$ cat config.mk
export PLATFORM = sky130hd
export DESIGN_NAME = multicycle_control_flat
export DESIGN_NICKNAME = d
export VERILOG_FILES = /design/src/rtl/mc_pkg.sv /design/src/rtl/mc_if.sv /design/src/rtl/mc_dispatch.sv /design/src/rtl/multicycle_control.sv /design/src/flat_wrapper.sv
export SDC_FILE = /design/constraint.sdc
export NUM_CORES = 1
export LEC_CHECK = 0
export CORE_ASPECT_RATIO = 0.8
export CORE_MARGIN = 10
export CORE_UTILIZATION = 33
export CTS_BUF_LIST = sky130_fd_sc_hd__clkbuf_4 sky130_fd_sc_hd__clkbuf_8
export DETAILED_ROUTE_END_ITERATION = 16
export GPL_TIMING_DRIVEN = 0
export RECOVER_POWER = 50
export SYNTH_ARGS = -nofsm -noshare
export SYNTH_HDL_FRONTEND = slang
export SYNTH_SLANG_ARGS = --single-unit
$ cat constraint.sdc
create_clock -name clk -period 5.15 [get_ports clk]
set_input_delay 1.545 -clock clk [delete_from_list [all_inputs] [get_ports clk]]
set_output_delay 1.545 -clock clk [all_outputs]
set_load 0.01 [all_outputs]
$ cat src/rtl/mc_pkg.sv
`default_nettype none
// +--------------------------------------------------------------------+
// | mc_pkg                                                             |
// | Shared states, opcode constants, datapath codes and output decode. |
// | Revision: 1.0                                                      |
// +--------------------------------------------------------------------+
package mc_pkg;

   typedef enum logic [3:0] {
      ST_IDLE    = 4'd0,
      ST_FETCH   = 4'd1,
      ST_DECODE  = 4'd2,
      ST_MEMADDR = 4'd3,
      ST_MEMRD   = 4'd4,
      ST_MEMWB   = 4'd5,
      ST_MEMWR   = 4'd6,
      ST_EXEC_R  = 4'd7,
      ST_EXEC_I  = 4'd8,
      ST_RWB     = 4'd9,
      ST_BRANCH  = 4'd10,
      ST_JUMP    = 4'd11,
      ST_JAL     = 4'd12,
      ST_JR      = 4'd13
   } state_t;

   localparam logic [5:0] C_OP_RTYPE  = 6'b000000;
   localparam logic [5:0] C_OP_REGIMM = 6'b000001;
   localparam logic [5:0] C_OP_J      = 6'b000010;
   localparam logic [5:0] C_OP_JAL    = 6'b000011;
   localparam logic [5:0] C_OP_BEQ    = 6'b000100;
   localparam logic [5:0] C_OP_ADDI   = 6'b001000;
   localparam logic [5:0] C_OP_LW     = 6'b100011;
   localparam logic [5:0] C_OP_SW     = 6'b101011;
   localparam logic [5:0] C_FUNCT_JR  = 6'b001000;

   localparam logic [1:0] C_ALUSRCB_REG   = 2'b00;
   localparam logic [1:0] C_ALUSRCB_FOUR  = 2'b01;
   localparam logic [1:0] C_ALUSRCB_IMM   = 2'b10;
   localparam logic [1:0] C_ALUSRCB_SHIMM = 2'b11;

   localparam logic [1:0] C_ALUOP_ADD    = 2'b00;
   localparam logic [1:0] C_ALUOP_SUB    = 2'b01;
   localparam logic [1:0] C_ALUOP_FUNCT  = 2'b10;
   localparam logic [1:0] C_ALUOP_REGIMM = 2'b11;

   localparam logic [1:0] C_PCSRC_ALU    = 2'b00;
   localparam logic [1:0] C_PCSRC_ALUOUT = 2'b01;
   localparam logic [1:0] C_PCSRC_JUMP   = 2'b10;
   localparam logic [1:0] C_PCSRC_REG    = 2'b11;

   typedef struct packed {
      logic       irwrite;
      logic       pcwrite;
      logic       pcwritecond;
      logic       iord;
      logic       memread;
      logic       memwrite;
      logic       regwrite;
      logic       regdst;
      logic       memtoreg;
      logic       jal_sel;
      logic       alusrca;
      logic [1:0] alusrcb;
      logic [1:0] aluop;
      logic [1:0] pcsource;
   } ctl_t;

   // FETCH sets irwrite/pcwrite as "armed"; the top qualifies them with mem_ready.
   function automatic ctl_t decode_ctl(input state_t st, input logic is_regimm,
                                       input logic rwb_regdst);
      ctl_t c;
      c = '0;
      case (st)
         ST_FETCH: begin
            c.memread = 1'b1;
            c.irwrite = 1'b1;
            c.pcwrite = 1'b1;
            c.alusrcb = C_ALUSRCB_FOUR;
            c.aluop   = C_ALUOP_ADD;
            c.pcsource = C_PCSRC_ALU;
         end
         ST_DECODE: begin
            c.alusrcb = C_ALUSRCB_SHIMM;
            c.aluop   = C_ALUOP_ADD;
         end
         ST_MEMADDR, ST_EXEC_I: begin
            c.alusrca = 1'b1;
            c.alusrcb = C_ALUSRCB_IMM;
            c.aluop   = C_ALUOP_ADD;
         end
         ST_MEMRD: begin
            c.memread = 1'b1;
            c.iord    = 1'b1;
         end
         ST_MEMWB: begin
            c.regwrite = 1'b1;
            c.memtoreg = 1'b1;
         end
         ST_MEMWR: begin
            c.memwrite = 1'b1;
            c.iord     = 1'b1;
         end
         ST_EXEC_R: begin
            c.alusrca = 1'b1;
            c.alusrcb = C_ALUSRCB_REG;
            c.aluop   = C_ALUOP_FUNCT;
         end
         ST_RWB: begin
            c.regwrite = 1'b1;
            c.regdst   = rwb_regdst;
         end
         ST_BRANCH: begin
            c.alusrca     = 1'b1;
            c.alusrcb     = C_ALUSRCB_REG;
            c.aluop       = is_regimm ? C_ALUOP_REGIMM : C_ALUOP_SUB;
            c.pcwritecond = 1'b1;
            c.pcsource    = C_PCSRC_ALUOUT;
         end
         ST_JUMP: begin
            c.pcwrite  = 1'b1;
            c.pcsource = C_PCSRC_JUMP;
         end
         ST_JAL: begin
            c.pcwrite  = 1'b1;
            c.pcsource = C_PCSRC_JUMP;
            c.regwrite = 1'b1;
            c.jal_sel  = 1'b1;
         end
         ST_JR: begin
            c.pcwrite  = 1'b1;
            c.pcsource = C_PCSRC_REG;
         end
         default: c = '0;
      endcase
      return c;
   endfunction

endpackage
`default_nettype wire

$ cat src/rtl/mc_if.sv
`default_nettype none
// +--------------------------------------------------------------------+
// | mc_if                                                              |
// | Instruction/memory inputs and datapath control outputs.            |
// | Revision: 1.0                                                      |
// +--------------------------------------------------------------------+
interface mc_if;
   logic [5:0]  opcode;
   logic [5:0]  funct;
   logic        mem_ready;
   logic        irwrite;
   logic        pcwrite;
   logic        pcwritecond;
   logic        iord;
   logic        memread;
   logic        memwrite;
   logic        regwrite;
   logic        regdst;
   logic        memtoreg;
   logic        jal_sel;
   logic        alusrca;
   logic [1:0]  alusrcb;
   logic [1:0]  aluop;
   logic [1:0]  pcsource;
   logic [3:0]  state;
   logic        illegal;
   logic [15:0] instr_count;

   modport slave (
      input  opcode, funct, mem_ready,
      output irwrite, pcwrite, pcwritecond, iord, memread, memwrite, regwrite,
             regdst, memtoreg, jal_sel, alusrca, alusrcb, aluop, pcsource,
             state, illegal, instr_count
   );

   modport master (
      output opcode, funct, mem_ready,
      input  irwrite, pcwrite, pcwritecond, iord, memread, memwrite, regwrite,
             regdst, memtoreg, jal_sel, alusrca, alusrcb, aluop, pcsource,
             state, illegal, instr_count
   );
endinterface
`default_nettype wire

$ cat src/rtl/mc_dispatch.sv
`default_nettype none
// +--------------------------------------------------------------------+
// | mc_dispatch                                                        |
// | Combinational opcode/funct dispatch out of DECODE.                 |
// | Revision: 1.0                                                      |
// +--------------------------------------------------------------------+
module mc_dispatch
   import mc_pkg::*;
(
   input  logic [5:0] i_opcode,
   input  logic [5:0] i_funct,
   output state_t     o_next_state,
   output logic       o_illegal
);

   always_comb begin
      o_next_state = ST_FETCH;
      o_illegal    = 1'b0;
      case (i_opcode)
         C_OP_RTYPE:        o_next_state = (i_funct == C_FUNCT_JR) ? ST_JR : ST_EXEC_R;
         C_OP_LW, C_OP_SW:  o_next_state = ST_MEMADDR;
         C_OP_ADDI:         o_next_state = ST_EXEC_I;
         C_OP_BEQ,
         C_OP_REGIMM:       o_next_state = ST_BRANCH;
         C_OP_J:            o_next_state = ST_JUMP;
         C_OP_JAL:          o_next_state = ST_JAL;
         default:           o_illegal    = 1'b1;
      endcase
   end

endmodule
`default_nettype wire

$ cat src/rtl/multicycle_control.sv
`default_nettype none
// +--------------------------------------------------------------------+
// | multicycle_control                                                 |
// | Multicycle CPU control FSM with retired-instruction counter.       |
// | Revision: 1.0                                                      |
// +--------------------------------------------------------------------+
module multicycle_control
   import mc_pkg::*;
(
   input  logic clk,
   input  logic rst_n,
   mc_if.slave  bus
);

   state_t      r_state;
   state_t      w_next_state;
   state_t      w_dispatch_state;
   logic        w_dispatch_illegal;
   ctl_t        r_ctl;
   logic        r_rwb_regdst;
   logic        w_rwb_regdst;
   logic        r_illegal;
   logic [15:0] r_instr_count;
   logic        w_retire;

   mc_dispatch u_dispatch (
      .i_opcode     (bus.opcode),
      .i_funct      (bus.funct),
      .o_next_state (w_dispatch_state),
      .o_illegal    (w_dispatch_illegal)
   );

   always_comb begin
      w_next_state = r_state;
      case (r_state)
         ST_IDLE:    w_next_state = ST_FETCH;
         ST_FETCH:   if (bus.mem_ready) w_next_state = ST_DECODE;
         ST_DECODE:  w_next_state = w_dispatch_state;
         ST_MEMADDR: w_next_state = (bus.opcode == C_OP_LW) ? ST_MEMRD : ST_MEMWR;
         ST_MEMRD:   if (bus.mem_ready) w_next_state = ST_MEMWB;
         ST_MEMWR:   if (bus.mem_ready) w_next_state = ST_FETCH;
         ST_EXEC_R,
         ST_EXEC_I:  w_next_state = ST_RWB;
         ST_MEMWB, ST_RWB, ST_BRANCH,
         ST_JUMP, ST_JAL, ST_JR: w_next_state = ST_FETCH;
         default:    w_next_state = ST_IDLE;
      endcase
   end

   // The regdst flag is captured on entry to RWB so the write-back knows its source.
   assign w_rwb_regdst = (w_next_state == ST_RWB) ? (r_state == ST_EXEC_R) : r_rwb_regdst;

   // DECODE only returns to FETCH on the illegal path, which does not retire.
   assign w_retire = (w_next_state == ST_FETCH) && (r_state != ST_FETCH) &&
                     (r_state != ST_IDLE) && (r_state != ST_DECODE);

   always_ff @(posedge clk) begin
      if (!rst_n) begin
         r_state       <= ST_IDLE;
         r_ctl         <= '0;
         r_rwb_regdst  <= 1'b0;
         r_illegal     <= 1'b0;
         r_instr_count <= '0;
      end else begin
         r_state      <= w_next_state;
         r_ctl        <= decode_ctl(w_next_state, bus.opcode == C_OP_REGIMM, w_rwb_regdst);
         r_rwb_regdst <= w_rwb_regdst;
         r_illegal    <= (r_state == ST_DECODE) && w_dispatch_illegal;
         if (w_retire) begin
            r_instr_count <= r_instr_count + 16'd1;
         end
      end
   end

   // Instruction fetch writes IR and PC only in the cycle memory delivers the word.
   assign bus.irwrite     = r_ctl.irwrite & bus.mem_ready;
   assign bus.pcwrite     = r_ctl.pcwrite & (bus.mem_ready | (r_state != ST_FETCH));
   assign bus.pcwritecond = r_ctl.pcwritecond;
   assign bus.iord        = r_ctl.iord;
   assign bus.memread     = r_ctl.memread;
   assign bus.memwrite    = r_ctl.memwrite;
   assign bus.regwrite    = r_ctl.regwrite;
   assign bus.regdst      = r_ctl.regdst;
   assign bus.memtoreg    = r_ctl.memtoreg;
   assign bus.jal_sel     = r_ctl.jal_sel;
   assign bus.alusrca     = r_ctl.alusrca;
   assign bus.alusrcb     = r_ctl.alusrcb;
   assign bus.aluop       = r_ctl.aluop;
   assign bus.pcsource    = r_ctl.pcsource;
   assign bus.state       = r_state;
   assign bus.illegal     = r_illegal;
   assign bus.instr_count = r_instr_count;

endmodule
`default_nettype wire

$ cat src/flat_wrapper.sv
// flat-port wrapper written by rule: the top's interface ports become plain ports
module multicycle_control_flat import mc_pkg::*;
  (clk, rst_n, bus_opcode, bus_funct, bus_mem_ready, bus_irwrite, bus_pcwrite, bus_pcwritecond, bus_iord, bus_memread, bus_memwrite, bus_regwrite, bus_regdst, bus_memtoreg, bus_jal_sel, bus_alusrca, bus_alusrcb, bus_aluop, bus_pcsource, bus_state, bus_illegal, bus_instr_count);
  mc_if bus_i ();
  input  logic clk;
  input  logic rst_n;
  input wire logic [$bits(bus_i.opcode)-1:0] bus_opcode;
  input wire logic [$bits(bus_i.funct)-1:0] bus_funct;
  input wire logic [$bits(bus_i.mem_ready)-1:0] bus_mem_ready;
  output wire logic [$bits(bus_i.irwrite)-1:0] bus_irwrite;
  output wire logic [$bits(bus_i.pcwrite)-1:0] bus_pcwrite;
  output wire logic [$bits(bus_i.pcwritecond)-1:0] bus_pcwritecond;
  output wire logic [$bits(bus_i.iord)-1:0] bus_iord;
  output wire logic [$bits(bus_i.memread)-1:0] bus_memread;
  output wire logic [$bits(bus_i.memwrite)-1:0] bus_memwrite;
  output wire logic [$bits(bus_i.regwrite)-1:0] bus_regwrite;
  output wire logic [$bits(bus_i.regdst)-1:0] bus_regdst;
  output wire logic [$bits(bus_i.memtoreg)-1:0] bus_memtoreg;
  output wire logic [$bits(bus_i.jal_sel)-1:0] bus_jal_sel;
  output wire logic [$bits(bus_i.alusrca)-1:0] bus_alusrca;
  output wire logic [$bits(bus_i.alusrcb)-1:0] bus_alusrcb;
  output wire logic [$bits(bus_i.aluop)-1:0] bus_aluop;
  output wire logic [$bits(bus_i.pcsource)-1:0] bus_pcsource;
  output wire logic [$bits(bus_i.state)-1:0] bus_state;
  output wire logic [$bits(bus_i.illegal)-1:0] bus_illegal;
  output wire logic [$bits(bus_i.instr_count)-1:0] bus_instr_count;
  assign bus_i.opcode = bus_opcode;
  assign bus_i.funct = bus_funct;
  assign bus_i.mem_ready = bus_mem_ready;
  assign bus_irwrite = bus_i.irwrite;
  assign bus_pcwrite = bus_i.pcwrite;
  assign bus_pcwritecond = bus_i.pcwritecond;
  assign bus_iord = bus_i.iord;
  assign bus_memread = bus_i.memread;
  assign bus_memwrite = bus_i.memwrite;
  assign bus_regwrite = bus_i.regwrite;
  assign bus_regdst = bus_i.regdst;
  assign bus_memtoreg = bus_i.memtoreg;
  assign bus_jal_sel = bus_i.jal_sel;
  assign bus_alusrca = bus_i.alusrca;
  assign bus_alusrcb = bus_i.alusrcb;
  assign bus_aluop = bus_i.aluop;
  assign bus_pcsource = bus_i.pcsource;
  assign bus_state = bus_i.state;
  assign bus_illegal = bus_i.illegal;
  assign bus_instr_count = bus_i.instr_count;
  multicycle_control u_core (.clk(clk), .rst_n(rst_n), .bus(bus_i));
endmodule
==> metrics.csv <==
metric;value;unit
synth-seq-cells;37;
start_util;34.5;%
vias;1874;
drtPass1Iterations;4;
cp.required;3.61;ns
syn_area;0.00191;mm²
dieArea;0.00924;mm²
critPathMaxFanout;7;
hold_end;u_core.bus.instr_count[15];
routedWlPerCell;15.4;µm
syn_inst;223;
r2r_end;u_core.r_ctl[15];
crit_slowest_cell;clkdlybuf4s50_1;
drc;0;
rr_startpoint;u_core.bus.state[1];
ioPinCount;53;
grt_max_degree;14;
peakVddDrop;113;µV
clockBufferDepth;2;
cts_resized;0;
syn-mean-instance-area;8.56;µm²
drt.antenna.violating_nets;0;
holdPathStages;2;
cp.arrival;2.91;ns
max_freq;225;MHz
cp.depth;3;
cts_hold_buffers;0;
grt_pass1_wl;8850;µm
final.period_utilization;86.4;%
cp_num_buf_inv;2;
htree_levels;2;
clock_latency;0.30;ns
rsz0062_at_grt;false;
cp_cell_sequence;clkdlybuf4s50_1 > o31a_1 > clkdlybuf4s50_1;
end_kind;primary output;
cts-root-buf;clkbuf_8;
die_w;105;µm
grt_usage;11.7;%
wl;5510;µm
yosys_warnings;0;
max_stage_delay;0.54;ns
path_clk_slew;0.08;ns
design_area;0.00263;mm²
antenna_found_initial;0;
drt_iter0_markers;151;
yosysUniqueCellTypes;52;
fillers;552;
gr-total-overflow;0;
fp-row-count;24;
crit_path_start_kind;primary input;
final_net_count;295;
synth_nets;239;
coreArea;0.00553;mm²
finalClockSkew;0.00628;ns
maxCapViolCount;0;
synth_top_cells_by_count;37 x dfxtp_1, 16 x a21oi_1, 15 x nand3_1;
relSlewSlack;31.0;%
ys_seq_area_share;38.8;%
path_delay_family;buffers and inverters;
numCtsBuffers;5;
grt_pass1_vias;1803;
routabilityCongestion;0.887;
p_leak;1.02;nW
final_core_util;47.7;%
tritoncts;done;
regToRegSetupSlack;2.08;ns
synth_top_area_share;38.8;%
fin_setup_tns;0;ns
post_cts_buffers;0;
synth_edf_count;0;
io_buffers;49;
area_growth;38.0;%
final_max_slew_viol_count;0;
hold_path_startpoint;u_core.bus.instr_count[15];
synth_flop_cell;dfxtp_1;
synthTopCellsByArea;dfxtp_1 39%, a21oi_1 4.2%, nand3_1 3.9%, o31ai_1 3.5%, or4_1 3.5%;
finalSetupViolCount;0;
clock-sinks;37;
min_path_type;reg2reg;
powerDensity;275;mW/mm²
critPathKind;in2out;
place_area;0.00250;mm²
reg2reg_depth;7;
synth_most_common_cell;dfxtp_1;
final-hold-violation-count;0;
period_needed;4.45;ns
path_common_cell;clkdlybuf4s50_1;
num_antenna_cells;0;
run_status;finished clean;
hpwlAfterDp;4160;µm
drive_above_1_share;10.0;%
viasPerCell;5.23;
yosysTopAreaCell;dfxtp_1;
async_flop_share;0;%
tightest_slew;1.03;ns
fp.dieH;88.0;µm
-- registers in the layout, indices dropped and copies added (netlist names), 2 cells and up --
name and count:
u_core.bus.alusrcb 2, u_core.bus.aluop 2, u_core.bus.instr_count 16, u_core.r_ctl 2
u_core.bus.state 4, u_core.bus.pcsource 2
-- worst max-delay path by stage --
stage | start | to | slack (ns)
6_report | bus_mem_ready | bus_pcwrite | 0.70
5_1_grt | bus_mem_ready | bus_pcwrite | 0.64
4_1_cts | bus_mem_ready | bus_pcwrite | 0.68
3_5_place_dp | bus_opcode[1] | u_core.r_ctl[15] | 0.57
3_3_place_gp | bus_opcode[1] | u_core.r_ctl[15] | 0.56
2_1_floorplan | bus_opcode[0] | u_core.bus.instr_count[10] | 1.23
-- power by group --
| group | internal (mW) | leakage [nW] | switching [mW] |
|---|---|---|---|
| Combinational | 0.0506 | 0.652 | 0.0584 |
| Sequential | 0.296 | 0.300 | 0.00468 |
| Clock | 0.195 | 0.0687 | 0.120 |
| Total | 0.542 | 1.02 | 0.183 |
-- final cells by class --
| type | count | area [µm²] | area share (%) |
|---|---|---|---|
| Multi-Input combinational cell | 161 | 1030 | 39.2 |
| Sequential cell | 37 | 741 | 28.1 |
| Timing Repair Buffer | 49 | 490 | 18.6 |
| Buffer | 18 | 108 | 4.09 |
| Tap cell | 78 | 97.6 | 3.71 |
| Clock buffer | 5 | 68.8 | 2.61 |
| Clock inverter | 3 | 68.8 | 2.61 |
| Inverter | 7 | 26.3 | 0.998 |
-- cell usage in the layout, fill, tap and decap left out, types with 3 or more instances in the layout --
cell type and instances:
nor2_1 14, nand4_1 3, nand2_1 14, nand2b_1 5, dfxtp_1 37, o21ai_0 6
clkdlybuf4s50_1 12, a211oi_1 3, a21oi_1 16, nand3_1 15, dlygate4sd3_1 37, inv_1 7
nor4b_1 4, o31a_1 3, clkbuf_1 8, clkbuf_8 5, nor3_1 6, buf_4 6
or3_1 6, o31ai_1 9, nor2b_1 4, or4b_2 3, or4_1 9
-- worst min-delay path, cell delays in order (launching register included) --
cell     delay, ns
dfxtp_1       0.32
o31ai_1       0.06
a21oi_1       0.06
-- kinds of logic after synthesis --
family / share of synthesized area, %
AND/OR/NAND/NOR: 28.1
AO/OA/AOI/OAI: 22.4
flip-flops: 38.8
buffers and inverters: 7.02
multiplexers: 1.64
XOR/XNOR: 0.918
adder cells (fa/ha/maj): 1.18
-- metrics by stage --
stage	cells	total power [mW]	hold WS, ns	setup slack, ns
after floorplan	223	0.372	0.494	1.23
after global placement	350	0.419	0.465	0.557
after detailed placement	350	0.420	0.477	0.571
after CTS	358	0.735	0.490	0.681
after global routing	358	0.752	0.522	0.644
final	358	0.725	0.484	0.698
-- per-layer routing --
layer / share of wire, % / wire length [µm] / up-vias / GRT usage, %
met4: 1.1 / 58 / 0 / 4.10
met1: 48 / 2660 / 864 / 15.1
met5: 0 / 0 / - / 0
met2: 44 / 2410 / 51 / 17.4
li1: - / - / 953 / -
met3: 6.8 / 376 / 6 / 4.48
(Power assumes the default switching activity.)
